<file path="config.mk">
export PLATFORM = sky130hd
export DESIGN_NAME = alu_op_sequencer
export DESIGN_NICKNAME = d
export VERILOG_FILES = /design/src/rtl/alu_op_sequencer.sv
export SDC_FILE = /design/constraint.sdc
export NUM_CORES = 1
export LEC_CHECK = 0
export CORE_MARGIN = 2
export CORE_UTILIZATION = 38
export CTS_BUF_LIST = sky130_fd_sc_hd__clkbuf_4 sky130_fd_sc_hd__clkbuf_8
export DETAILED_ROUTE_END_ITERATION = 16
export PLACE_DENSITY = 0.77
export SYNTH_ARGS = -nofsm -noshare
export SYNTH_HDL_FRONTEND = slang
export SYNTH_SLANG_ARGS = --single-unit
</file>
<file path="constraint.sdc">
create_clock -name clk -period 1.7 [get_ports clk]
set_input_delay 0.425 -clock clk [delete_from_list [all_inputs] [get_ports clk]]
set_output_delay 0.425 -clock clk [all_outputs]
set_load 0.1 [all_outputs]
</file>
<file path="src/rtl/alu_op_sequencer.sv">
// Command/result sequencer wrapped around a combinational alu32.
// Registers the ALU operands, captures the ALU result one cycle later and returns it over a valid/ready channel.
module alu_op_sequencer #(
    parameter int WIDTH = 32,
    parameter int CNT_W = 16
) (
    input  logic             clk,
    input  logic             rst_n,
    input  logic             cmd_valid,
    output logic             cmd_ready,
    input  logic [2:0]       cmd_sel,
    input  logic [WIDTH-1:0] cmd_a,
    input  logic [WIDTH-1:0] cmd_b,
    output logic [WIDTH-1:0] alu_a,
    output logic [WIDTH-1:0] alu_b,
    output logic [2:0]       alu_sel,
    input  logic [WIDTH-1:0] alu_out,
    input  logic             alu_v,
    input  logic             alu_z,
    input  logic             alu_cout,
    output logic             res_valid,
    input  logic             res_ready,
    output logic [WIDTH-1:0] res_out,
    output logic             res_v,
    output logic             res_z,
    output logic             res_cout,
    output logic             res_err,
    output logic             sticky_v,
    input  logic             sticky_clr,
    output logic [CNT_W-1:0] op_count
);

    // state  | meaning
    // IDLE   | waiting for a command
    // ISSUE  | operands driven to alu32, result captured at end of cycle
    // RESP   | result held on res_* until consumed
    typedef enum logic [1:0] {
        S_IDLE  = 2'd0,
        S_ISSUE = 2'd1,
        S_RESP  = 2'd2
    } state_t;

    state_t             r_state;
    logic [WIDTH-1:0]   r_alu_a;
    logic [WIDTH-1:0]   r_alu_b;
    logic [2:0]         r_alu_sel;
    logic               r_res_valid;
    logic [WIDTH-1:0]   r_res_out;
    logic               r_res_v;
    logic               r_res_z;
    logic               r_res_cout;
    logic               r_res_err;
    logic               r_sticky_v;
    logic [CNT_W-1:0]   r_op_count;

    logic               w_cmd_ready;
    logic               w_cmd_hs;
    logic               w_res_hs;
    logic               w_sel_illegal;
    logic               w_sticky_set;

    // Ready is held low during reset even though the state register already reads IDLE.
    assign w_cmd_ready   = rst_n & ((r_state == S_IDLE) | ((r_state == S_RESP) & res_ready));
    assign w_cmd_hs      = cmd_valid & w_cmd_ready;
    assign w_res_hs      = r_res_valid & res_ready;
    assign w_sel_illegal = (r_alu_sel == 3'b011) | (r_alu_sel == 3'b100) | (r_alu_sel == 3'b101);
    assign w_sticky_set  = (r_state == S_ISSUE) & ~w_sel_illegal & alu_v;

    always_ff @(posedge clk or negedge rst_n) begin
        if (!rst_n) begin
            r_state     <= S_IDLE;
            r_alu_a     <= '0;
            r_alu_b     <= '0;
            r_alu_sel   <= 3'b000;
            r_res_valid <= 1'b0;
            r_res_out   <= '0;
            r_res_v     <= 1'b0;
            r_res_z     <= 1'b0;
            r_res_cout  <= 1'b0;
            r_res_err   <= 1'b0;
            r_sticky_v  <= 1'b0;
            r_op_count  <= '0;
        end else begin
            case (r_state)
                S_IDLE: begin
                    if (w_cmd_hs) begin
                        r_alu_a   <= cmd_a;
                        r_alu_b   <= cmd_b;
                        r_alu_sel <= cmd_sel;
                        r_state   <= S_ISSUE;
                    end
                end
                S_ISSUE: begin
                    r_res_valid <= 1'b1;
                    r_state     <= S_RESP;
                    if (w_sel_illegal) begin
                        r_res_out  <= '0;
                        r_res_v    <= 1'b0;
                        r_res_z    <= 1'b0;
                        r_res_cout <= 1'b0;
                        r_res_err  <= 1'b1;
                    end else begin
                        r_res_out  <= alu_out;
                        r_res_v    <= alu_v;
                        r_res_z    <= alu_z;
                        r_res_cout <= alu_cout;
                        r_res_err  <= 1'b0;
                    end
                end
                S_RESP: begin
                    if (w_res_hs) begin
                        r_res_valid <= 1'b0;
                        r_op_count  <= r_op_count + CNT_W'(1);
                        if (w_cmd_hs) begin
                            r_alu_a   <= cmd_a;
                            r_alu_b   <= cmd_b;
                            r_alu_sel <= cmd_sel;
                            r_state   <= S_ISSUE;
                        end else begin
                            r_state   <= S_IDLE;
                        end
                    end
                end
                default: r_state <= S_IDLE;
            endcase

            // Clear beats a same-edge overflow capture.
            if (sticky_clr) begin
                r_sticky_v <= 1'b0;
            end else if (w_sticky_set) begin
                r_sticky_v <= 1'b1;
            end
        end
    end

    assign cmd_ready = w_cmd_ready;
    assign alu_a     = r_alu_a;
    assign alu_b     = r_alu_b;
    assign alu_sel   = r_alu_sel;
    assign res_valid = r_res_valid;
    assign res_out   = r_res_out;
    assign res_v     = r_res_v;
    assign res_z     = r_res_z;
    assign res_cout  = r_res_cout;
    assign res_err   = r_res_err;
    assign sticky_v  = r_sticky_v;
    assign op_count  = r_op_count;

endmodule

</file>
==> results.toml <==
[global_routing]
grt_pass1_wl_mm = 20.9
grt_remaining_overflow = 0
grt_use_total = 0.206
antenna_found_initial = 0
grt_pass1_vias = 3972
grt_start_max_net_pins = 73

[floorplan]
die_x_um = 116
die-area_um2 = 13400
placementRows = 40
initial_core_util = 0.392
die_h_um = 116
coreArea_um2 = 12100
boundaryPins = 229

[cts]
clock-root-buffer = "clkbuf_8"
cts_buffers = 17
cts_tree = "yes"
clock_sinks = 123
cts_buffer_depth = 2
clk_latency_ps = 430
cts_htree_levels = 4
clk_pin_slew_ps = 60

[worst_setup_path]
setup.worst_path.end_class = "output port"
cp_max_fo = 4
cp.required_ps = 1270
crit_type = "register to output port"
startpoint_type = "register"
worstPathArrival_ps = 1370

[drt]
drt_iter0_drc = 128
vias_per_cell = 4.82
drc = 0
drt-total-wl_mm = 13.9
routed-via-count = 3555
wl_per_cell_um = 18.8
postRouteAntennaNets = 0
firstDrtPassIters = 4

[finish]
num-nets-final = 666
synthToLayoutAreaGrowth_pct = 90.7
mostFrequentLayoutCells = "buf_12, dfrtp_1, clkdlybuf4s50_1"
mostFrequentLayoutCell = "buf_12"
drive_above_1_share = 0.473
n_antenna_cell = 0
utilization = 0.748

[timing]
hold_viol = 0
setup_viol = 1
maxSlewHeadroom = 0.391
max_freq_mhz = 558
final.setup.tns_ps = -92.4
worstMarginPinSlew_ps = 913
min_period_ps = 1790
rsz0062_at_grt = "true"
clock_skew_ps = 9.22
worst_slack_ps = -92.4
final-max-slew-violation-count = 0
period_share = 1.05

[logic_synthesis]
netlist_instances = 302
yosysSeqAreaShare = 0.648
yosys_warnings = 0
syn_area_um2 = 4750
synth_nets = 410
post_synth_num_cell_types = 31
async_flop_share = 1.00
synth-edff-count = 0
synth_flop_cell = "dfrtp_1"
avgSynthCellArea_um2 = 15.7
ys_seq_elements = 123

[placed_design]
place_congestion = 0.786
placement.io_buffers = 228
post-dp-hpwl_mm = 10.2

[run]
maxCapViolCount = 0

[min_path]
hold_path_class = "primary input to async pin"

[outcome]
failed_checks = "setup timing"
status = "finished with violations"
stage by stage:
stage / cells / hold WS, ps / area [um^2] / worst slack, ps
6_report: 737 / 173 / 9050 / -92.4
5_1_grt: 737 / 204 / 9050 / -162
4_1_cts: 733 / 151 / 8930 / -135
3_5_place_dp: 701 / 504 / 8550 / -464
3_3_place_gp: 701 / 500 / 8550 / -368
2_1_floorplan: 302 / 129 / 4810 / -122
worst paths after layout:
kind / slack (ps) / start / endpoint / depth (start not counted)
setup / recovery: -90 / r_state[0] / cmd_ready / 3
hold / removal: 170 / rst_n / r_state[1] / 2
setup reg to reg: 70 / r_state[1] / alu_a[12] / 5
hold reg to reg: 520 / op_count[10] / op_count[10] / 1
max in group asynchronous: 740 / rst_n / op_count[2] / 2
min in group clk: 520 / op_count[10] / op_count[10] / 1
synth_stat cells (3+ instances only):
master,n,area [um^2]
xor2_1,5,43.8
nand3_1,5,25.0
nand4_1,3,18.8
buf_4,4,30.0
a22o_1,35,307
buf_2,5,25.0
mux2_4,19,285
mux2_2,48,541
nor2_1,3,11.3
nand2_1,15,56.3
dfrtp_1,123,3080
xnor2_1,10,87.6
cells by family (layout without fill, tap and decap cells):
kind of cell	count (synthesis)	after routing	share of synthesized area
xor+xnor	15	15	0.0277
fa+ha+maj	1	1	0.00263
compound gates	38	38	0.0677
simple gates	41	42	0.0540
flops	123	123	0.648
buf+inv	17	283	0.0258
mux	67	67	0.174
critical path: stages (launching register included):
cell and delay (ps):
dfrtp_1 390, buf_6 130, nor3b_4 220, buf_12 200
sequential cells by signal, summed over array words and instances, names as in the netlist:
signal	cells
alu_a	32
alu_b	32
res_out	32
op_count	16
alu_sel	3
r_state	2
res_cout	1
res_err	1
res_v	1
res_valid	1
res_z	1
sticky_v	1
cell type report:
cell class | instances | area, um^2
clock buffer | 28 | 348
clock inverter | 2 | 10.0
fill | 775 | 3060
inverter | 2 | 7.51
multi-input combinational | 163 | 1610
sequential | 123 | 3110
tap | 168 | 210
timing repair buffer | 251 | 3760
routing by layer:
layer,share of wire,vias up,global-route usage
met5,0,-,0
met4,0.022,0,0.0841
met3,0.081,23,0.0743
met2,0.54,163,0.358
met1,0.35,1783,0.232
li1,-,1586,-
what timing repair did:
action                     4_1_cts  5_1_grt
resized for setup                3        9
setup endpoints to repair        1       42
hold buffers                     0        0
pin swaps                        1        1
gates cloned                     0        4
setup buffers                    2        0
Power is not shown: default switching activity piles up to over one toggle a cycle in this logic, so the estimate is an artifact.
==> RTL change (same settings) <==
Re-encode `state_t` (3 states) as one-hot, 3 bits wide.
--- a/src/rtl/alu_op_sequencer.sv
+++ b/src/rtl/alu_op_sequencer.sv
@@ -34,10 +34,10 @@
     // IDLE   | waiting for a command
     // ISSUE  | operands driven to alu32, result captured at end of cycle
     // RESP   | result held on res_* until consumed
-    typedef enum logic [1:0] {
-        S_IDLE  = 2'd0,
-        S_ISSUE = 2'd1,
-        S_RESP  = 2'd2
+    typedef enum logic [2:0] {
+        S_IDLE  = 3'b001,
+        S_ISSUE = 3'b010,
+        S_RESP  = 3'b100
     } state_t;
 
     state_t             r_state;
Check against the original RTL: no difference found for any inputs over 4 cycles, from zero or initial values and one cycle with rst_n low; so few cycles prove little.
==> RTL change against the original RTL <==
  * Synthesized area down 0.61%
  * Sequential share of layout area down 1.6 points
  * Global-route usage up 3.2 points
  * Register-to-register slack worse by 270 ps
  * Cell area up 6.2%
  * Critical endpoint unchanged
  * Non-clock buffer count up 15
  * Sequential cell count up 1
  * Wire length up 11%
  * The flow still finishes with violations (setup timing)
  * Setup slack worse by 170 ps
==> RTL change: results (changes against the original RTL) <==
INFO  metric hp-class = input pin to asynchronous set/reset pin (unchanged)
INFO  metric synth_fp_nets = 424 (was 410)
INFO  metric hpwlAfterDp = 9884 um (was 10,180 um)
INFO  metric synthDistinctLibCells = 30 (was 31)
INFO  metric drt-total-wl = 15,370 um (was 13,880 um)
INFO  metric max_slew_margin = 66.06% (was 39.11%)
INFO  metric cp_slowest_cell = dfstp_2 (was dfrtp_1)
INFO  metric postLayoutCellArea = 9617 um2 (was 9054 um2)
INFO  metric outcome = finished with violations (unchanged)
INFO  metric vias_in_the_first_global_route = 4,268 (was 3,972)
INFO  metric synth_sequential_area_ratio = 65.77% (was 64.82%)
INFO  metric drive_gt1_share = 47.91% (was 47.28%)
INFO  metric ys_top_cells_by_area = dfrtp_1 65%, mux2_2 11%, a22o_1 6.5% (unchanged)
INFO  metric worstSetupStartpoint = r_state[0] (unchanged)
INFO  metric route.detailed.vias_per_inst = 4.855 (was 4.824)
INFO  metric failed_checks = setup timing (unchanged)
INFO  metric drt_first_iter_violations = 169 (was 128)
INFO  metric final_setup_violating_endpoints = 68 (was 1)
INFO  metric gp_congestion = 0.7307 (was 0.7857)
INFO  metric grt.total_usage = 23.82% (was 20.64%)
INFO  metric final_net_count = 694 (was 666)
INFO  metric worst-path-max-fanout = 5 (was 4)
INFO  metric post_synth.cell_area_avg = 14.94 um2 (was 15.72 um2)
INFO  metric final_cell_count_no_fill = 767 (was 737)
INFO  metric fin_ws = -261.0 ps (was -92.41 ps)
INFO  metric fillerInstances = 643 (was 775)
INFO  metric dpl_cell_area = 8600 um2 (was 8553 um2)
INFO  metric worst-r2r-setup-slack = -200 ps (was 70 ps)
INFO  metric post-place-cells = 714 (was 701)
INFO  metric yosys-top-cells-count = 123 x dfrtp_1, 48 x mux2_2, 35 x a22o_1, 19 x mux2_1, 12 x nand2_1 (was 123 x dfrtp_1, 48 x mux2_2, 35 x a22o_1, 19 x mux2_4, 15 x nand2_1)
INFO  metric worstReg2RegEnd = alu_a[17] (was alu_a[12])
INFO  metric worst_clock_skew_on_the_final_layout = 8.601 ps (was 9.225 ps)
INFO  metric grt_pass1_wl = 23,670 um (was 20,910 um)
INFO  metric worstRegToRegCells = 7 (was 5)
INFO  metric grt_start_max_net_pins = 95 (was 73)
INFO  metric crit_arrival = 1540 ps (was 1370 ps)
INFO  metric clkTransAtPathRegs = 70 ps
INFO  metric clkLatencyLatePin = 440 ps
INFO  metric max_stage_delay = 390 ps (about the same)
[RTL change: cell count changes in the layout (fill, tap and decap cells not counted), sizes merged, moves of 2 or more]
cell,delta
buf,+17
a21oi,+6
clkbuf,-5
clkinv,+3
nand2,-3
and3,+2
and4b,-2
inv,+2
nand4,+2
nor2,+2
nor2b,+2
nor3b,-2
[RTL change: worst reg2reg max path, stage by stage, from the launching register on]
cell and delay [ps]:
dfstp_2 570, nand2b_4 70, buf_6 120, a211oi_4 270
buf_6 180, buf_12 130, buf_12 140, mux2_4 310
[RTL change: logic make-up (layout without fill, tap and decap cells)]
| family | Yosys count | after routing | share of synthesized area (%) |
|---|---|---|---|
| buf+inv | 19 | 302 | 2.094 |
| flops | 124 | 124 | 65.77 |
| compound gates | 46 | 46 | 7.874 |
| simple gates | 44 | 44 | 5.223 |
| mux | 67 | 67 | 15.99 |
| xor+xnor | 15 | 15 | 2.784 |
| fa+ha+maj | 1 | 1 | 0.2651 |
[RTL change: per-layer routing]
layer	routed length (um)	track usage, %
met1	5679	26.14
met3	1175	9.467
met5	0	0
met2	8320	42.61
met4	199	6.908
[RTL change: cell type report]
type / instances / share of cell area, %
Timing Repair Buffer: 266 / 42.00
Clock inverter: 7 / 0.6505
Sequential cell: 124 / 32.72
Multi-Input combinational cell: 173 / 18.97
Tap cell: 168 / 2.186
Clock buffer: 25 / 3.318
Inverter: 4 / 0.1561
[RTL change: worst min-delay path by stage]
stage,to,depth (start not counted),start
finish,res_out[29],2,rst_n
global route,res_out[29],2,rst_n
CTS,res_out[29],2,rst_n
detailed placement,res_out[29],2,rst_n
global placement,res_out[28],2,rst_n
floorplan,alu_a[0],0,rst_n
[RTL change: report_power, final]
part | switching [mW] | internal (mW)
clock network | 1.14 | 1.36
logic | 6.88 | 4.24
registers | 0.927 | 3.76
total | 8.95 | 9.36
[RTL change: per-stage QoR]
step / setup TNS, ps / hold WS [ps] / total power [mW] / setup slack (ps)
2_1_floorplan: -5337 / 129.4 / 10.83 / -144.4
3_3_place_gp: -35690 / 485.3 / 15.21 / -492.7
3_5_place_dp: -38580 / 496.8 / 15.37 / -532.3
4_1_cts: -10330 / 8.375 / 18.36 / -298.0
5_1_grt: -14050 / 35.19 / 18.83 / -318.7
6_report: -9856 / 30.26 / 18.31 / -261.0
[RTL change: repair_timing]
action / CTS / global route
cloned: 9 / 1
setup endpoints to repair: 69 / 78
pin swaps: 3 / 3
setup buffers: 13 / 6
resized for setup: 75 / 26
hold buffers: 0 / 0
